### config.mk
export PLATFORM = sky130hd
export DESIGN_NAME = latch_capture_reader
export DESIGN_NICKNAME = d
export VERILOG_FILES = /design/src/rtl/latch_rd_pkg.sv /design/src/rtl/latch_capture_reader_le_sync.sv /design/src/rtl/latch_capture_reader.sv
export SDC_FILE = /design/constraint.sdc
export NUM_CORES = 1
export LEC_CHECK = 0
export ABC_AREA = 1
export BUFFER_PORTS_ARGS = -buffer_cell sky130_fd_sc_hd__buf_2
export CAP_MARGIN = 20
export CORE_ASPECT_RATIO = 1.1
export CORE_MARGIN = 2
export CORE_UTILIZATION = 38
export CTS_BUF_LIST = sky130_fd_sc_hd__clkbuf_4 sky130_fd_sc_hd__clkbuf_8
export CTS_CLUSTER_DIAMETER = 200
export DETAILED_ROUTE_END_ITERATION = 8
export GPL_TIMING_DRIVEN = 0
export HOLD_SLACK_MARGIN = 0.02
export PLACE_DENSITY_LB_ADDON = 0.15
export RECOVER_POWER = 50
export SETUP_SLACK_MARGIN = 0.4
export SYNTH_ARGS = -nofsm -noshare
export SYNTH_HDL_FRONTEND = slang
export SYNTH_SLANG_ARGS = --single-unit
export TNS_END_PERCENT = 10
### constraint.sdc
create_clock -name clk -period 1.6 [get_ports clk]
set_input_delay 0.24 -clock clk [delete_from_list [all_inputs] [get_ports clk]]
set_output_delay 0.24 -clock clk [all_outputs]
set_load 0.05 [all_outputs]
### src/rtl/latch_rd_pkg.sv
// Shared constants for the latch capture reader.
// FIFO geometry and default widths live here.
package latch_rd_pkg;

  localparam int FIFO_DEPTH      = 2;
  localparam int PTR_W           = 1;
  localparam int CNT_BITS        = $clog2(FIFO_DEPTH + 1);
  localparam int DEF_SYNC_STAGES = 2;
  localparam int DEF_W           = 8;

  typedef logic [PTR_W-1:0]    ptr_t;
  typedef logic [CNT_BITS-1:0] fcnt_t;

endpackage

### src/rtl/latch_capture_reader_le_sync.sv
// Brings the asynchronous latch enable into clk
// and flags its closing (falling) edge as cap_ev.
module le_sync
  import latch_rd_pkg::*;
#(
  parameter int SYNC_STAGES = DEF_SYNC_STAGES
) (
  input  logic clk,
  input  logic rst,
  input  logic le,
  output logic le_s,
  output logic cap_ev
);

  logic [SYNC_STAGES-1:0] chain;
  logic                   le_d;

  always_ff @(posedge clk or negedge rst) begin
    if (!rst) begin
      chain <= '0;
      le_d  <= 1'b0;
    end else begin
      chain <= {chain[SYNC_STAGES-2:0], le};
      le_d  <= le_s;
    end
  end

  assign le_s   = chain[SYNC_STAGES-1];
  // le_d clears on reset, so le high at release never fakes an edge
  assign cap_ev = le_d & ~le_s;

endmodule

### src/rtl/latch_capture_reader.sv
// Captures latch data on le close into a 2-deep valid/ready FIFO.
// Optional accepted-capture counter under CAPTURE_COUNT_EN.
module latch_capture_reader
  import latch_rd_pkg::*;
#(
  parameter int W           = DEF_W,
  parameter int SYNC_STAGES = DEF_SYNC_STAGES
`ifdef CAPTURE_COUNT_EN
  , parameter int CNT_W     = 8
`endif
) (
  input  logic         clk,
  input  logic         rst,
  input  logic         le,
  input  logic [W-1:0] d_in,
  input  logic         out_ready,
  input  logic         clr_ovr,
  output logic         out_valid,
  output logic [W-1:0] out_data,
  output logic         overrun
`ifdef CAPTURE_COUNT_EN
  , output logic [CNT_W-1:0] cap_count
`endif
);

  logic         le_s;
  logic         cap_ev;
  logic [W-1:0] mem [FIFO_DEPTH];
  ptr_t         wr_ptr;
  ptr_t         rd_ptr;
  fcnt_t        count;
  logic         full;
  logic         push;
  logic         pop;
  logic         drop;

  le_sync #(
    .SYNC_STAGES(SYNC_STAGES)
  ) u_sync (
    .clk   (clk),
    .rst   (rst),
    .le    (le),
    .le_s  (le_s),
    .cap_ev(cap_ev)
  );

  assign full      = (count == fcnt_t'(FIFO_DEPTH));
  assign out_valid = (count != '0);
  assign out_data  = mem[rd_ptr];
  assign pop       = out_valid & out_ready;
  // a pop frees the slot the same cycle, so a full FIFO still accepts
  assign push      = cap_ev & (~full | pop);
  assign drop      = cap_ev & full & ~pop;

  always_ff @(posedge clk or negedge rst) begin
    if (!rst) begin
      for (int i = 0; i < FIFO_DEPTH; i++) mem[i] <= '0;
      wr_ptr <= '0;
      rd_ptr <= '0;
      count  <= '0;
    end else begin
      if (push) begin
        mem[wr_ptr] <= d_in;
        wr_ptr      <= wr_ptr + 1'b1;
      end
      if (pop) rd_ptr <= rd_ptr + 1'b1;
      unique case (1'b1)
        push & ~pop: count <= count + 1'b1;
        pop & ~push: count <= count - 1'b1;
        default:     count <= count;
      endcase
    end
  end

  always_ff @(posedge clk or negedge rst) begin
    if (!rst) overrun <= 1'b0;
    else if (drop) overrun <= 1'b1;
    else if (clr_ovr) overrun <= 1'b0;
  end

`ifdef CAPTURE_COUNT_EN
  always_ff @(posedge clk or negedge rst) begin
    if (!rst) cap_count <= '0;
    else if (push) cap_count <= cap_count + 1'b1;
  end
`endif

endmodule
## After elaboration in Yosys (flattened, before gate mapping)

Index checks and enable logic that the tools add are counted.

- Register bits: 24
- Input port bits: 13
- Logic and storage cells: 43

- Add/sub/neg operators: 4
- Order comparisons: 3
- Equal/unequal tests: 1
- Multiplexer cells: 9
- Bitwise logic cells: 14
- Reduce and logical (&&, ||, !) cells: 4

Operators by type and width:

| kind | count |
|---|---|
| 8-bit two-way mux | 4 |
| 16-bit bitwise mux | 1 |
| 8-bit demux with 1-bit select | 1 |
| 1-bit bitwise AND | 7 |
| 2-bit nonzero test | 3 |
| 2-bit greater-or-equal comparator, second input constant | 2 |
| 1-bit inverter | 4 |
| 1-bit inverter with 2-bit output | 2 |
| 2-bit case mux with 2 select lines | 1 |
| 1-bit adder, second input constant | 2 |
| 2-bit by 1-bit adder with 2-bit output, second input constant | 1 |
| 2-bit equality test, second input constant | 1 |
| 2-bit by 1-bit < comparator with 1-bit output, second input constant | 1 |
| 1-bit two-way mux | 2 |
| 2-bit by 1-bit subtractor with 2-bit output, second input constant | 1 |
| 1-bit logical AND | 1 |
| 1-bit bitwise OR | 1 |

## Logic depth before layout (Yosys ltp)

Gate-level depths: netlist (run 1).

- Word-level depth: 7
- Mapped depth: 9
- Mapped depth without buffers: 9

## Hierarchy

Synthesis (run 1) repeated with hierarchy kept, for this count alone.

- Cell total of the unflattened synthesis: 131
- Area total of the unflattened synthesis: 1169.9 µm²

By module, submodules not included:

| module | instances | cells each | area each (µm²) | sequential area each (µm²) |
|---|---|---|---|---|
| latch_capture_reader | 1 | 126 | 1084.8 | 525.5 |
| le_sync | 1 | 5 | 85.1 | 75.1 |

## Worst setup path before layout (run 1)

Ideal clock, no wire load.

- Path type: flip-flop to flip-flop
- Start: register count[0]
- End: register count[1]
- Library setup time: 0.117 ns
- Data arrival time: 1.599 ns
- Required time: 1.483 ns
- Slack: -0.116 ns
- Cell stages (with the launch flop): 9
- Buffers on the path: 0
- Clock period less this slack: 1.716 ns
- Path through: dfrtp_1 -> inv_2 -> nand2_1 -> nand2_1 -> inv_1 -> ha_1 -> or2_2 -> nand4_1 -> nand2_1

- Longest elaborated chain between the ends: 7
- Elaborated cells between the ends (all ways): 14
- Classes of those cells: add/sub (2); eq/ne (1); mux (1); bitwise (8); reduce/logical (2)

RTL lines:

| item | line | text |
|---|---|---|
| start, declared | latch_capture_reader.sv:31 | `fcnt_t count;` |
| start signal, assigned | latch_capture_reader.sv:68 | `push & ~pop: count <= count + 1'b1;` |
| start signal, assigned | latch_capture_reader.sv:69 | `pop & ~push: count <= count - 1'b1;` |
| start signal, assigned | latch_capture_reader.sv:70 | `default: count <= count;` |
| 2-bit nonzero test * | latch_capture_reader.sv:48 | `assign out_valid = (count != '0);` |
| net out_valid | latch_capture_reader.sv:18 | `output logic out_valid,` |
| 1-bit bitwise AND * | latch_capture_reader.sv:50 | `assign pop = out_valid & out_ready;` |
| net pop | latch_capture_reader.sv:34 | `logic pop;` |
| 1-bit bitwise OR | latch_capture_reader.sv:52 | `assign push = cap_ev & (~full \| pop);` |
| 1-bit bitwise AND | latch_capture_reader.sv:52 |  |
| 1-bit inverter | latch_capture_reader.sv:69 |  |
| 1-bit bitwise AND | latch_capture_reader.sv:69 |  |
| 2-bit case mux with 2 select lines / 2-bit nonzero test (equally long branches) | -- |  |

The timed path passes the listed nets; every way through them passes the cells marked *.
A chain may end at the register's enable or synchronous reset.

## Worst setup path in the final report (run 1)

- Start: register rd_ptr
- End: output port out_data[0]

- Longest elaborated chain between the ends: 4

RTL lines:

| item | line | text |
|---|---|---|
| start, declared | latch_capture_reader.sv:30 | `ptr_t rd_ptr;` |
| start signal, assigned | latch_capture_reader.sv:66 | `if (pop) rd_ptr <= rd_ptr + 1'b1;` |
| 1-bit inverter with 2-bit output (not written as such) | latch_capture_reader.sv:49 | `assign out_data = mem[rd_ptr];` |
| 8-bit two-way mux (not written as such) (3 in series) | latch_capture_reader.sv:49 |  |
| end, declared | latch_capture_reader.sv:19 | `output logic [W-1:0] out_data,` |

Every way passes these cells. The select of a mux whose other input is x is not followed.

==> reports/qor.yml, run 1 <==
run_status:
  status: "finished clean"
worst_setup_path:
  path_max_fanout: 9
  required_ns: 1.36
  startpoint_type: "flop"
  endpoint_kind: "primary output"
  cp_data_arrival_time_ns: 1.22
  path_class: "reg2out"
floorplan:
  rows: 21
  dieHeight_um: 62.4
  die_x_um: 57.0
  coreArea_um2: 3000
  initial_utilization: 0.393
  die_area_um2: 3560
  ios: 23
sta:
  min_period_ns: 1.46
  fin_crit_sh: 0.914
  fin_worst_skew_ns: 0.000929
  hold_viol: 0
  relSlewSlack: 0.591
  finalSetupViolCount: 0
  tns_ns: 0
  rsz0062_at_grt: "true"
  tightestPinTransition_ns: 0.614
  slew_viol_final: 0
  worst_slack_ns: 0.138
  max_clock_freq_mhz: 684
  fin_hold_ws_ns: 0.0879
logic_synthesis:
  syn-cell-area_um2: 1180
  ys_seq_elements: 24
  syn_nets: 144
  synth_cell_types: 19
  ys_seq_area_frac: 0.511
  synth.area.top_cells: "dfrtp_1 51%, nand2_1 20%, nand4_1 9.6%"
  synth_top_cell_area_share: 0.511
  syn_inst: 130
  yosys_warnings: 0
  synth_top_area_cell: "dfrtp_1"
  avgSynthCellArea_um2: 9.05
final_layout:
  final_common_cell: "nand2_1"
  fin_nets: 179
  fin_util: 0.518
  drive_above_1_share: 0.335
  syn_to_final_growth_pct: 31.8
  n_fill_cell: 299
  num_antenna_cells: 0
  final_cell_mix: "61 x nand2_1, 22 x dfrtp_1, 18 x nand4_1"
placement:
  dp_hpwl_um: 1700
  pre_cts_ws_ns: 0.108
  io_buffers: 22
  gp_congestion: 0.750
power:
  ir_drop_uv: 1240
  power_mw: 3.34
  p_leak_nw: 0.806
  p_per_area_nw_per_um2: 2160
global_route:
  grt_pass1_wl_um: 4360
  antenna_found_initial: 0
  grt_pass1_vias: 943
  grt.total_usage: 0.157
  overflow: 0
  grt_max_degree: 25
flow_run:
  cap_viol_max_count: 0
min_path:
  hold_class: "in2reg"
route:
  viasPerCell: 4.89
  drc: 0
  drt_iter0_markers: 43
  postRouteAntennaNets: 0
  routed_wl_um: 2570
  via_count: 969
  dr.pass1.iters: 4
  avgRoutedWirePerCell_um: 13.0
clocking:
  cts_buffers: 3
  cts_sinks: 24
  root_buffer: "clkbuf_4"
  htreeDepth: 1
  clock_latency_ns: 0.32
  cts_tree: "built"
  cts_buffer_depth: 2
  clk_pin_slew_ns: 0.13
-- cell usage after synthesis --
| cell type | n |
|---|---|
| or2_2 | 1 |
| buf_6 | 1 |
| nand3_1 | 1 |
| buf_8 | 1 |
| inv_2 | 2 |
| buf_12 | 1 |
| bufinv_8 | 1 |
| dfrtp_1 | 24 |
| nand2_1 | 64 |
| nor2_4 | 1 |
| nand4_1 | 18 |
| nand3_4 | 3 |
| o21ai_0 | 1 |
| buf_2 | 1 |
| inv_1 | 6 |
| xnor2_1 | 1 |
| xor2_1 | 1 |
| clkbuf_8 | 1 |
| ha_1 | 1 |
-- worst max-delay path, stage by stage (launching register included) --
cell,delay (ns)
dfrtp_1,0.40
buf_6,0.15
inv_8,0.08
nand2_1,0.05
nand2_1,0.07
buf_6,0.15
-- per-stage QoR --
step	instance area (um2)	instances
final	1550	198
after CTS	1510	194
after global placement	1380	186
after floorplan	1220	130
after detailed placement	1380	186
after global routing	1550	198
-- sequential cells by signal (all words and copies together) (netlist names) --
signal	cells
mem	16
count	2
u_sync.chain	2
overrun	1
rd_ptr	1
u_sync.le_d	1
wr_ptr	1
-- kinds of logic (layout without fill, tap and decap cells) --
group | after synthesis | after routing | synth area share
simple gates | 88 | 88 | 0.364
flops | 24 | 24 | 0.511
buf+inv | 14 | 48 | 0.0957
xor+xnor | 2 | 2 | 0.0149
fa+ha+maj | 1 | 1 | 0.0106
compound gates | 1 | 1 | 0.00425
-- cell type report --
class / instances / area, um2 / share of cell area
multi-input combinational: 92 / 514 / 0.332
sequential: 24 / 603 / 0.389
buffer: 5 / 71.3 / 0.0460
tap: 34 / 42.5 / 0.0274
inverter: 9 / 57.6 / 0.0371
timing repair buffer: 30 / 225 / 0.145
clock buffer: 4 / 36.3 / 0.0234
-- worst paths after layout --
| check | startpoint | end | slack [ns] | cells past startpoint |
|---|---|---|---|---|
| max in group asynchronous | rst | count[1] | 0.72 | 2 |
| hold reg to reg | u_sync.chain[0] | u_sync.chain[1] | 0.37 | 0 |
| min in group asynchronous | rst | mem[7] | 0.45 | 2 |
| setup / recovery | rd_ptr | out_data[0] | 0.14 | 5 |
| setup reg to reg | u_sync.chain[1] | count[1] | 0.25 | 7 |
| hold / removal | clr_ovr | overrun | 0.09 | 2 |
-- routing by layer --
layer	track usage	wire, um
met5	0	0
met3	0.0208	113
met2	0.247	1310
met4	0.0610	19
met1	0.217	1120
-- timing repair --
action / in CTS / in global routing
gates cloned: 0 / 0
setup buffers: 2 / 4
hold buffers: 2 / 0
endpoints found under the hold margin: 25 / 0
resized for setup: 21 / 4
setup endpoints to repair: 22 / 29
pin swaps: 1 / 3
-- power by group --
part           total [mW]  internal, mW  switching (mW)
clock               0.329         0.139           0.190
sequential           1.02         0.863           0.152
combinational        2.00         0.747            1.25
No activity file was read; power rests on OpenSTA's default activity.
==> inputs of run 2 (changes only) <==
- CELL_PAD_IN_SITES_DETAIL_PLACEMENT: not set -> 0
- CELL_PAD_IN_SITES_GLOBAL_PLACEMENT: not set -> 1
==> reports/qor.yml, run 2 (same netlist as run 1, synthesis figures left out) <==
sta:
  fin_worst_skew_ns: 0.00847
  slew_viol_final: 0
  hold_viol: 0
  relSlewSlack: 0.591
  tns_ns: 0
  tightestPinTransition_ns: 0.614
  finalSetupViolCount: 0
  min_period_ns: 1.46
  worst_slack_ns: 0.137
  fin_crit_sh: 0.915
  rsz0062_at_grt: "true"
  max_clock_freq_mhz: 683
final_layout:
  final_cell_mix: "49 x nand2_1, 24 x dfrtp_1, 18 x nand4_1"
  multi_input_area_um2: 549
  num_antenna_cells: 0
  seq_area_um2: 601
  fin_nets: 178
  reg_top3: "mem (16), count (2), u_sync.chain (2)"
  top_register: "mem"
  syn_to_final_growth_pct: 34.7
  drive_above_1_share: 0.387
  largest_register_ff_count: 16
  n_fill_cell: 288
  final_common_cell: "nand2_1"
clocking:
  clock_latency_ns: 0.31
  cts_tree: "built"
  htreeDepth: 1
  root_buffer: "clkbuf_4"
  cts_sinks: 24
  cts_buffers: 3
  clk_pin_slew_ns: 0.14
  cts_buffer_depth: 2
worst_setup_path:
  slowest_stage: "dfrtp_1"
  cp_data_arrival_time_ns: 1.22
  path_max_fanout: 5
  crit_chain: "buf_6, inv_6, nand2_1, nand2_1, buf_6"
  required_ns: 1.36
  path_delay_family: "flip-flops"
  startpoint_type: "flop"
  path_class: "reg2out"
  critPathBufInv: 3
  endpoint_kind: "primary output"
  slowest_delay_ns: 0.42
route:
  viasPerCell: 4.88
  via_count: 961
  routed_wl_um: 2610
  postRouteAntennaNets: 0
  drc: 0
  drt_iter0_markers: 27
  dr.pass1.iters: 4
  avgRoutedWirePerCell_um: 13.3
power:
  p_per_area_nw_per_um2: 2210
  power_mw: 3.50
  p_sw_mw: 1.69
  clkPwrFrac: 0.091
  ir_drop_uv: 1470
  p_leak_nw: 0.817
  p_seq_frac: 0.298
  swShare: 0.482
  share_comb_of_total_power: 0.611
  internal-power_mw: 1.82
floorplan:
  coreArea_um2: 3000
  die_x_um: 57.0
  dieHeight_um: 62.4
  ios: 23
  rows: 21
  initial_utilization: 0.393
  die_area_um2: 3560
placement:
  dp_hpwl_um: 1680
  pre_cts_ws_ns: 0.115
  io_buffers: 22
  gp_congestion: 0.708
global_route:
  antenna_found_initial: 0
  overflow: 0
  grt.total_usage: 0.160
  grt_max_degree: 25
  grt_pass1_vias: 926
  grt_pass1_wl_um: 4460
run_status:
  status: "finished clean"
flow_run:
  cap_viol_max_count: 0
min_path:
  hold_class: "in2reg"
-- run 2: cell count changes in the layout (fill, tap and decap cells not counted), sizes merged --
cell,change
clkinv,+1
buf,-2
-- run 2: final cells by class --
class | count | share of cell area
Buffer | 5 | 0.0450
Clock buffer | 4 | 0.0229
Inverter | 9 | 0.0379
Multi-Input combinational cell | 92 | 0.347
Sequential cell | 24 | 0.379
Tap cell | 34 | 0.0269
Timing Repair Buffer | 28 | 0.136
Timing Repair inverter | 1 | 0.00553
-- run 2: worst paths after layout --
path	start	to	slack, ns	cells after the start
max	rd_ptr	out_data[7]	0.14	5
min	clr_ovr	overrun	0.1	2
max reg2reg	u_sync.chain[1]	count[1]	0.20	8
min reg2reg	u_sync.chain[0]	u_sync.chain[1]	0.37	0
max in group asynchronous	rst	wr_ptr	0.74	2
min in group asynchronous	rst	mem[6]	0.46	2
-- run 2: power by group through the flow --
stage               clock network (mW)  registers [mW]  logic, mW
floorplan                            0            1.00       1.35
global placement                     0            1.01       1.68
detailed placement                   0            1.02       1.70
CTS                              0.334            1.03       2.11
global route                     0.360            1.07       2.30
finish                           0.319            1.04       2.14
-- run 2: what timing repair did --
| action | CTS | global route |
|---|---|---|
| cloned | 2 | 0 |
| gates resized for setup | 34 | 5 |
| hold endpoints to repair | 24 | 1 |
| pin swaps | 6 | 2 |
| setup buffers | 2 | 1 |
| hold buffers | 1 | 1 |
| setup endpoints to repair | 21 | 29 |
-- run 2: stage by stage --
| stage | cell area [um2] | instances | util | hold slack, ns |
|---|---|---|---|---|
| finish | 1580 | 197 | 0.529 | 0.0975 |
| detailed placement | 1380 | 186 | 0.459 | 0.258 |
| global placement | 1380 | 186 | 0.459 | 0.260 |
| global route | 1580 | 197 | 0.529 | 0.122 |
| CTS | 1550 | 195 | 0.516 | 0.0205 |
| floorplan | 1220 | 130 | - | -0.0556 |
-- run 2: layer usage --
metal  global-route usage  share of wire
met3               0.0188          0.027
met2                0.261           0.50
met1                0.227           0.47
met5                    0              0
met4               0.0349         0.0038
